## config.mk

```make
export PLATFORM = sky130hd
export DESIGN_NAME = mem_master
export DESIGN_NICKNAME = d
export VERILOG_FILES = /design/src/rtl/mem_master.sv
export SDC_FILE = /design/constraint.sdc
export NUM_CORES = 1
export LEC_CHECK = 0
export ABC_CLOCK_PERIOD_IN_PS = 1700
export CORE_MARGIN = 3
export CORE_UTILIZATION = 44
export CTS_BUF_LIST = sky130_fd_sc_hd__clkbuf_4 sky130_fd_sc_hd__clkbuf_8
export DETAILED_ROUTE_END_ITERATION = 16
export PLACE_DENSITY_LB_ADDON = 0.08
export SLEW_MARGIN = 40
export SYNTH_ARGS = -nofsm -noshare
export SYNTH_HDL_FRONTEND = slang
export SYNTH_SLANG_ARGS = --single-unit
```

## constraint.sdc

```tcl
create_clock -name clk -period 1.7 [get_ports clk]
set_clock_uncertainty 0.05 [all_clocks]
set_input_delay 0.17 -clock clk [delete_from_list [all_inputs] [get_ports clk]]
set_output_delay 0.17 -clock clk [all_outputs]
set_load 0.01 [all_outputs]
```

## src/rtl/mem_master.sv

```systemverilog
// CPU load/store to Avalon-MM master: lane steering, byte enables, load extension.
// Optional MEM_MASTER_TIMEOUT_EN aborts an access after TIMEOUT_CYCLES stalled cycles.
module mem_master #(
  parameter int TIMEOUT_CYCLES = 255
) (
  input  logic        clk,
  input  logic        rst_n,
  input  logic        req_valid,
  output logic        req_ready,
  input  logic        req_write,
  input  logic [1:0]  req_size,
  input  logic        req_signed,
  input  logic [31:0] req_addr,
  input  logic [31:0] req_wdata,
  output logic        resp_valid,
  output logic [31:0] resp_rdata,
  output logic        resp_err,
  output logic [31:0] address,
  output logic        read,
  output logic        write,
  output logic [3:0]  byteenable,
  output logic [31:0] writedata,
  input  logic [31:0] readdata,
  input  logic        waitrequest
);

  typedef enum logic [1:0] {IDLE, ACCESS, DONE} state_t;

  state_t      state, state_nxt;
  logic        op_write;
  logic [1:0]  op_size;
  logic        op_signed;
  logic [1:0]  op_lane;
  logic [3:0]  op_be;
  logic        accept, req_bad, access_end, timed_out;
  logic [3:0]  be_calc;
  logic [31:0] wdata_calc;

  assign req_ready  = (state == IDLE);
  assign accept     = req_valid & req_ready;
  assign resp_valid = (state == DONE);
  assign read       = (state == ACCESS) & ~op_write;
  assign write      = (state == ACCESS) & op_write;
  assign byteenable = (state == ACCESS) ? op_be : 4'b0000;

  assign req_bad = (req_size == 2'b11)
                 | ((req_size == 2'b01) & req_addr[0])
                 | ((req_size == 2'b10) & (req_addr[1:0] != 2'b00));

  // NOTE: every signal written in always_comb gets a default first, so no path infers a latch.
  always_comb begin
    be_calc    = 4'b0000;
    wdata_calc = req_wdata;
    case (req_size)
      2'b00: begin
        be_calc    = 4'b0001 << req_addr[1:0];
        wdata_calc = {4{req_wdata[7:0]}};
      end
      2'b01: begin
        be_calc    = req_addr[1] ? 4'b1100 : 4'b0011;
        wdata_calc = {2{req_wdata[15:0]}};
      end
      2'b10:   be_calc = 4'b1111;
      default: be_calc = 4'b0000;
    endcase
  end

  function automatic logic [31:0] load_extract(input logic [31:0] data, input logic [1:0] size,
                                               input logic [1:0] lane, input logic sgn);
    logic [31:0] shifted;
    shifted = data >> {lane, 3'b000};
    case (size)
      2'b00:   return {{24{sgn & shifted[7]}}, shifted[7:0]};
      2'b01:   return {{16{sgn & shifted[15]}}, shifted[15:0]};
      default: return data;
    endcase
  endfunction

`ifdef MEM_MASTER_TIMEOUT_EN
  localparam int CW = ($clog2(TIMEOUT_CYCLES + 1) > 8) ? $clog2(TIMEOUT_CYCLES + 1) : 8;
  logic [CW-1:0] stall_cnt;

  // Abort on the edge whose stalled cycle brings the count up to TIMEOUT_CYCLES.
  assign timed_out = waitrequest && (stall_cnt == CW'(TIMEOUT_CYCLES - 1));

  always_ff @(posedge clk or negedge rst_n) begin
    if (!rst_n)
      stall_cnt <= '0;
    else if (state != ACCESS)
      stall_cnt <= '0;
    else if (waitrequest)
      stall_cnt <= stall_cnt + 1'b1;
  end
`else
  assign timed_out = 1'b0;
`endif

  assign access_end = (state == ACCESS) && (!waitrequest || timed_out);

  always_comb begin
    state_nxt = state;
    case (state)
      IDLE:    if (accept) state_nxt = req_bad ? DONE : ACCESS;
      ACCESS:  if (access_end) state_nxt = DONE;
      DONE:    state_nxt = IDLE;
      default: state_nxt = IDLE;
    endcase
  end

  // NOTE: sequential state uses non-blocking assignments so every register samples pre-edge values.
  always_ff @(posedge clk or negedge rst_n) begin
    if (!rst_n) state <= IDLE;
    else        state <= state_nxt;
  end

  always_ff @(posedge clk or negedge rst_n) begin
    if (!rst_n) begin
      op_write   <= 1'b0;
      op_size    <= 2'b00;
      op_signed  <= 1'b0;
      op_lane    <= 2'b00;
      op_be      <= 4'b0000;
      address    <= '0;
      writedata  <= '0;
      resp_err   <= 1'b0;
      resp_rdata <= '0;
    end else if (accept) begin
      op_write   <= req_write;
      op_size    <= req_size;
      op_signed  <= req_signed;
      op_lane    <= req_addr[1:0];
      op_be      <= be_calc;
      address    <= {req_addr[31:2], 2'b00};
      writedata  <= wdata_calc;
      resp_err   <= req_bad;
      resp_rdata <= '0;
    end else if (access_end) begin
      resp_err   <= timed_out;
      resp_rdata <= (op_write || timed_out) ? 32'h0
                  : load_extract(readdata, op_size, op_lane, op_signed);
    end
  end

endmodule
```

Yosys cells after proc, flatten, opt, wreduce, memory -nomap -nowiden
Cells that the tools add are included.

storage, ports and cells
  output and inout port bits = 105
  bits in registers = 107

cells by class
  shift-type cells = 2
  reductions and logical operators = 8
  multiplexer cells = 14
  bitwise gates (word level) = 10
  equality and inequality tests = 8

operators with widths
  operator                                                               count
  32-bit case mux with 2 select lines                                    2
  32-bit 2-to-1 mux                                                      3
  32-bit by 5-bit right shift with 16-bit output                         1
  4-bit case mux with 3 select lines                                     1
  4-bit 2-to-1 mux                                                       2
  1-bit AND                                                              7
  2-bit by 1-bit equality test with 1-bit output, second input constant  3
  2-bit equality test, second input constant                             3
  2-bit zero test                                                        3
  2-bit 2-to-1 mux                                                       3
  2-bit case mux with 2 select lines                                     1
  2-bit nonzero test                                                     2
  1-bit by 2-bit left shift with 4-bit output, first input constant      1
  1-bit 2-to-1 mux                                                       2
  2-bit by 1-bit != test with 1-bit output, second input constant        1
  2-bit != test, second input constant                                   1
  1-bit bitwise OR                                                       2
  2-bit AND reduction                                                    1
  1-bit logical AND                                                      1
  1-bit zero test                                                        1
  1-bit NOT                                                              1

Depth between registers and ports, before layout
Gate-level depths: netlist (run 1).

  depth in word-level cells = 7
  mapped depth = 7
  depth with buffers taken out = 4

Least setup slack after synthesis (run 1)
OpenSTA, ideal clock, no wires.

  path type = register -> register
  start = register state[0]
  end = register resp_rdata[11]
  arrival time = 1.307 ns
  required time = 1.512 ns
  stages on the path, launching flop included = 8
  setup slack = 0.205 ns
  path through = dfrtp_1 -> buf_4 -> nor4b_4 -> and2_1 -> buf_6 -> buf_12 -> a22oi_1 -> o211ai_1

between the ends
  longest elaborated chain between the ends = 3
  elaborated cells on any way between the ends = 6
  those cells by class = eq/ne: 1; mux: 1; bitwise: 1; reduce/logical: 3

ends and longest elaborated chain
  element                                                                            line    source
  start, declared                                                                    29      state_t state, state_nxt;
  start signal, assigned                                                             113     else state <= state_nxt;
  2-bit zero test or 2-bit by 1-bit equality test with 1-bit output (tied branches)  39, 98
  1-bit AND or 1-bit logical AND (tied branches)                                     40, 98
  32-bit 2-to-1 mux or 2-bit nonzero test (tied branches)                            n/a
  end signal, assigned                                                               139     resp_rdata <= (op_write || timed_out) ? 32'h0
  end, declared                                                                      16      output logic [31:0] resp_rdata,

Several ways; a longest one is shown, not always the timed one.
A chain may end at the register's enable or synchronous reset.

Worst setup path in the final report (run 1)
  start = register state[1]
  end = output port write

between the ends
  longest elaborated chain between the ends = 2

ends and longest elaborated chain
  element                                         line  source
  2-bit by 1-bit equality test with 1-bit output  43    assign write = (state == ACCESS) & op_write;
  1-bit AND                                       43
  end, declared                                   20    output logic write,

No other way between the ends.

==> results of run 1 <==
per-layer routing:
layer / share of wire [%] / track usage [%] / vias up
met2: 48 / 38.94 / 171
met5: 0 / 0 / -
li1: - / - / 2234
met4: 1.3 / 5.689 / 0
met3: 8.1 / 7.709 / 17
met1: 43 / 31.78 / 2181
cell type report:
cell class | count | share of cell area (%)
Multi-Input combinational cell | 390 | 27.81
Tap cell | 140 | 2.335
Clock inverter | 7 | 0.7840
Sequential cell | 107 | 35.71
Timing Repair Buffer | 239 | 31.46
Inverter | 5 | 0.2502
Clock buffer | 9 | 1.651
worst max-delay path by stage:
stage / startpoint / end / slack, ns / cells past startpoint
2_1_floorplan: state[0] / resp_rdata[11] / 0.20 / 7
3_3_place_gp: waitrequest / resp_rdata[8] / 0.01 / 6
3_5_place_dp: waitrequest / resp_rdata[14] / -0.003 / 6
4_1_cts: state[0] / byteenable[0] / 0.006 / 3
5_1_grt: state[1] / resp_rdata[28] / -0.005 / 6
6_report: state[1] / write / 0.08 / 3
stage by stage:
stage	setup WS (ns)	TNS [ns]
2_1_floorplan	0.2046	0
3_3_place_gp	0.01326	0
3_5_place_dp	-0.002859	-0.004536
4_1_cts	0.005784	0
5_1_grt	-0.005242	-0.005645
6_report	0.08391	0
kinds of logic after synthesis:
group,Yosys count,share of synthesized area (%)
multiplexers,34,6.810
buffers and inverters,42,4.957
flip-flops,107,53.58
other,1,0.07504
AND/OR/NAND/NOR,225,19.20
AO/OA/AOI/OAI,129,15.37
power breakdown:
group          switching [uW]  internal [uW]
Sequential                463           3210
Combinational            1730           1940
Clock                     941            560
repair_timing:
action                                  4_1_cts  5_1_grt
gates resized for setup                       8       21
pin swaps                                     0        0
endpoints found under the setup margin        8       31
endpoints found under the hold margin        33        0
hold buffers                                  1        0
setup buffers                                 1        1
sequential cells by signal, summed over array words and instances (netlist names):
register,count
resp_rdata,32
writedata,32
address,30
op_be,4
op_lane,2
op_size,2
state,2
op_signed,1
op_write,1
resp_err,1
cell usage after synthesis, drive strengths merged:
library cell | number | area [um2]
a22o | 3 | 26.28
o22ai | 2 | 18.77
or3b | 1 | 8.760
nand2b | 9 | 56.30
a22oi | 23 | 172.7
nor3b | 1 | 18.77
conb | 1 | 3.750
and2b | 1 | 8.760
clkbuf | 14 | 57.55
nor2 | 42 | 160.2
a31o | 1 | 8.760
inv | 5 | 18.77
o211ai | 8 | 65.06
buf | 23 | 171.4
nor4b | 1 | 23.77
or2 | 1 | 6.260
nand3 | 2 | 20.02
and2 | 7 | 43.79
a221oi | 1 | 8.760
a21oi | 43 | 219.0
nand3b | 2 | 15.01
o21ai | 46 | 230.2
nor2b | 2 | 12.51
dfrtp | 107 | 2678
mux2i | 34 | 340.3
o21ba | 1 | 10.01
nand2 | 156 | 585.6
a2bb2oi | 1 | 8.760
critical path, cell delays in order (launching register included):
cell             delay, ns
dfrtp_1               0.41
and2b_2               0.25
and2_1                0.13
clkdlybuf4s15_1       0.23
==> results.ini, run 1 <==
[run_status]
status=completed

[cts]
cts-root-buf=clkbuf_8
h-tree-depth=3
clk_pin_slew_ns=0.10
cts_made_buffers=9
cts_tree=done
clkLatencyLatePin_ns=0.37
clk_path_buf_depth=2
cts.sinks=107

[pwr]
power_leakage_uw=0.003374
ir_drop_mv=0.8327
powerDensity_nw_per_um2=1179
p_total_uw=8847

[cells_and_area]
syn2layout_area_growth_pct=50.10
antenna_cells=0
final_nets=856
layoutNonFillerInstCount=897
fill_cells=899
post-route-cell-area_um2=7501
seqCellArea_um2=2679
post-route-util_pct=68.30
multi_input_area_um2=2086
layout_commonest_cell=clkdlybuf4s50_1
layout_common_cells=197 x clkdlybuf4s50_1, 156 x nand2_1, 106 x dfrtp_1
drive_above_1_share_pct=8.587

[timing]
slew_viol_final=0
rsz0062_at_grt=true
period_share_pct=95.06
setup-violations-final=0
final-hold-violation-count=0
fin_hold_ws_ns=0.2387
fmax_ghz=0.6188
min_period_ns=1.616

[critical_path]
r2r_cells=5
worst_ep_required_time_ns=1.48
critical_path_class=flip-flop to output port
worstPathMaxFanout=6
r2r_slack_ns=0.10
end_kind=output port
worstReg2RegStart=op_lane[1]
worst_setup_path_start_kind=flip-flop
arrival_ns=1.40
reg2reg_to=resp_rdata[16]

[global_routing]
grt_first_pass_wirelength_um=24480
grt_max_degree=62
antenna_found_initial=0
grt_overflow=0
grtUsageTotal_pct=24.10
first_global_vias=4691

[placed_design]
dp.cells=878
hpwl_um=11450
place_area_um2=7295
gp_congestion=0.8932
port_buffers=206

[synthesis]
syn_area_um2=4997
syn_inst=538
ys_ff_latch=107
yosysWarnings=0
ys_types=38
ys_seq_area_share_pct=53.58
avgSynthCellArea_um2=9.289

[floorplanning]
dieArea_um2=12670
fp.dieW_um=112.6
io_pins=209
rows=38
start_util_pct=45.50
die_h_um=112.6
core_area_um2=10980

[drt]
drt_iter0_drc=269
drt_wl_total_um=14950
via_count=4603
vias_per_cell=5.132
drc_errors=0
wire_per_inst_um=16.66
drt_pre_antenna_iters=5
ant_nets=0

[hold_path]
hold_path_class=input port to asynchronous set/reset pin

[flow_run]
maxCapViolations=0

(Power assumes the default switching activity.)
==> inputs of run 2 (changes only) <==
--- a/config.mk
+++ b/config.mk
@@ -6,12 +6,12 @@
 export NUM_CORES = 1
 export LEC_CHECK = 0
 export ABC_CLOCK_PERIOD_IN_PS = 1700
-export CORE_MARGIN = 3
+export CAP_MARGIN = 20
 export CORE_UTILIZATION = 44
 export CTS_BUF_LIST = sky130_fd_sc_hd__clkbuf_4 sky130_fd_sc_hd__clkbuf_8
 export DETAILED_ROUTE_END_ITERATION = 16
 export PLACE_DENSITY_LB_ADDON = 0.08
-export SLEW_MARGIN = 40
+export SLEW_MARGIN = 5
 export SYNTH_ARGS = -nofsm -noshare
 export SYNTH_HDL_FRONTEND = slang
 export SYNTH_SLANG_ARGS = --single-unit
==> run 2 against run 1 <==
Die area down 7.0%. Total power up 4.5%. Sequential power about the same. Critical endpoint is now byteenable[1]. Combinational power up 5%. Flip-flop and latch count unchanged.
==> results.ini, run 2 (synthesized netlist as in run 1, its figures left out) <==
[critical_path]
critical_path_class=flip-flop to output port  ; unchanged
end_kind=output port  ; unchanged
critPathLaunch=state[1]  ; unchanged
worstReg2RegStart=op_lane[1]  ; unchanged
worst_setup_path_start_kind=flip-flop  ; unchanged
worstPathMaxFanout=5  ; was 6
worst_ep_required_time_ns=1.48  ; about the same
arrival_ns=1.42  ; was 1.40 ns

[floorplanning]
die_h_um=108.6  ; was 112.6 um
rows=38  ; unchanged
start_util_pct=45.70  ; was 45.50%
core_area_um2=10940  ; was 10980 um2
fp.dieW_um=108.6  ; was 112.6 um
io_pins=209  ; unchanged
dieArea_um2=11790  ; was 12670 um2

[global_routing]
grt_overflow=0  ; unchanged
antenna_found_initial=0  ; unchanged
grt_max_degree=46  ; was 62
grt_first_pass_wirelength_um=22670  ; was 24480 um
first_global_vias=4526  ; was 4691
grtUsageTotal_pct=25.13  ; was 24.10%

[cts]
cts.sinks=107  ; unchanged
clkLatencyLatePin_ns=0.36  ; was 0.37 ns
cts_made_buffers=9  ; unchanged
cts_tree=done  ; unchanged
cts-root-buf=clkbuf_8  ; unchanged
h-tree-depth=3  ; unchanged
clk_pin_slew_ns=0.10  ; about the same
clk_path_buf_depth=2  ; unchanged

[timing]
rsz0062_at_grt=true  ; unchanged
relSlewSlack_pct=66.34
slew_viol_final=0  ; unchanged
final-hold-violation-count=0  ; unchanged
setup-violations-final=0  ; unchanged
min_period_ns=1.640  ; was 1.616 ns
tightest_slew_ns=0.5031
period_share_pct=96.49  ; was 95.06%
fin_hold_ws_ns=0.2209  ; was 0.2387 ns
fmax_ghz=0.6096  ; was 0.6188 GHz

[cells_and_area]
final_nets=868  ; was 856
drive_above_1_share_pct=10.27  ; was 8.587%
post-route-cell-area_um2=7689  ; was 7501 um2
layout_common_cells=197 x clkdlybuf4s50_1, 156 x nand2_1, 106 x dfrtp_1  ; unchanged
syn2layout_area_growth_pct=53.86  ; was 50.10%
largest_registers=resp_rdata: 32 flops, writedata: 32 flops, address: 30 flops  ; unchanged
layoutNonFillerInstCount=909  ; was 897
layout_commonest_cell=clkdlybuf4s50_1  ; unchanged
fill_cells=852  ; was 899
antenna_cells=0  ; unchanged

[placed_design]
gp_congestion=0.9037  ; was 0.8932
dp.cells=887  ; was 878
hpwl_um=10780  ; was 11450 um
port_buffers=206  ; unchanged
place_area_um2=7400  ; was 7295 um2

[pwr]
powerDensity_nw_per_um2=1202  ; was 1179 nW/um2
sequentialPowerShare_pct=39.5  ; was 41.5%
swShare_pct=33.07  ; was 35.42%
internal_power_uw=6188  ; was 5713 uW
pwr-share-comb_pct=41.5  ; about the same
ir_drop_mv=0.7296  ; was 0.8327 mV
power_leakage_uw=0.003468  ; was 0.003374 uW
p_clk_share_pct=18.9  ; was 17.0%
netSwitchingPower_uw=3057  ; was 3134 uW

[flow_run]
maxCapViolations=0  ; unchanged

[drt]
drt_pre_antenna_iters=4  ; was 5
wire_per_inst_um=15.75  ; was 16.66 um
drc_errors=0  ; unchanged
drt_wl_total_um=14320  ; was 14950 um
drt_iter0_drc=231  ; was 269
vias_per_cell=5.118  ; was 5.132
ant_nets=0  ; unchanged
via_count=4652  ; was 4603

[run_status]
status=completed  ; unchanged

[hold_path]
hold_path_class=input port to asynchronous set/reset pin  ; unchanged

[run 2: changes by cell type in the layout (fill, tap and decap cells not counted), sizes merged]
cell | previous run | this run
clkbuf | 11 | 15
bufinv | 0 | 2
buf | 33 | 45
inv | 8 | 5
clkdlybuf4s15 | 4 | 3
clkinv | 4 | 1
clkinvlp | 0 | 1
[run 2: layout make-up]
cell class / instances / area, um2 / area share (%)
repair buffers: 251 / 2486 / 32.34
flip-flops and latches: 107 / 2679 / 34.84
well taps: 140 / 175.2 / 2.278
clock buffers: 12 / 158.9 / 2.067
inverters: 5 / 18.77 / 0.2441
multi-input cells: 390 / 2098 / 27.29
clock inverters: 4 / 72.57 / 0.9439
[run 2: per-layer routing]
| layer | part of all wire [%] | routed length, um | track usage (%) | vias to the layer above |
|---|---|---|---|---|
| met3 | 8.0 | 1139 | 5.425 | 18 |
| met5 | 0 | 0 | 0 | - |
| met2 | 48 | 6820 | 39.65 | 188 |
| li1 | - | - | - | 2256 |
| met4 | 1.5 | 218 | 7.722 | 0 |
| met1 | 43 | 6142 | 34.64 | 2190 |
[run 2: metrics by stage]
step                setup slack (ns)  utilization (%)  setup TNS (ns)  total power (uW)
floorplan                     0.2046                -               0              5302
global placement            -0.09556            67.67          -1.771              7394
detailed placement           -0.2393            67.67          -4.285              7492
CTS                          0.01265            70.01               0              9288
global route                -0.01836            70.31        -0.03995              9828
finish                       0.05969            70.31               0              9245
[run 2: final timing paths]
check | to | slack, ns | cells after the start
setup / recovery | byteenable[1] | 0.06 | 4
hold / removal | writedata[28] | 0.22 | 2
setup reg to reg | resp_rdata[13] | 0.08 | 5
hold reg to reg | address[18] | 0.43 | 2
max in group asynchronous | op_lane[1] | 0.78 | 3
min in group clk | address[2] | 0.28 | 3
[run 2: power groups by stage]
stage | sequential, uW | clock [uW] | combinational, uW
after floorplan | 3900 | 0 | 1400
after global placement | 3660 | 0 | 3730
after detailed placement | 3690 | 0 | 3800
after CTS | 3650 | 1810 | 3830
after global routing | 3740 | 1920 | 4170
final | 3650 | 1750 | 3840
[run 2: worst max-delay path, stage by stage, from the launching register on]
cell,delay (ns)
dfrtp_1,0.39
and2b_2,0.26
buf_4,0.14
and2_1,0.15
clkbuf_2,0.13
[run 2: timing repair]
action	4_1_cts	5_1_grt
hold endpoints to repair	27	0
hold buffers	1	0
gates cloned	0	0
endpoints found under the setup margin	24	31
buffers inserted	2	3
gates resized for setup	10	24
pin swaps	0	1
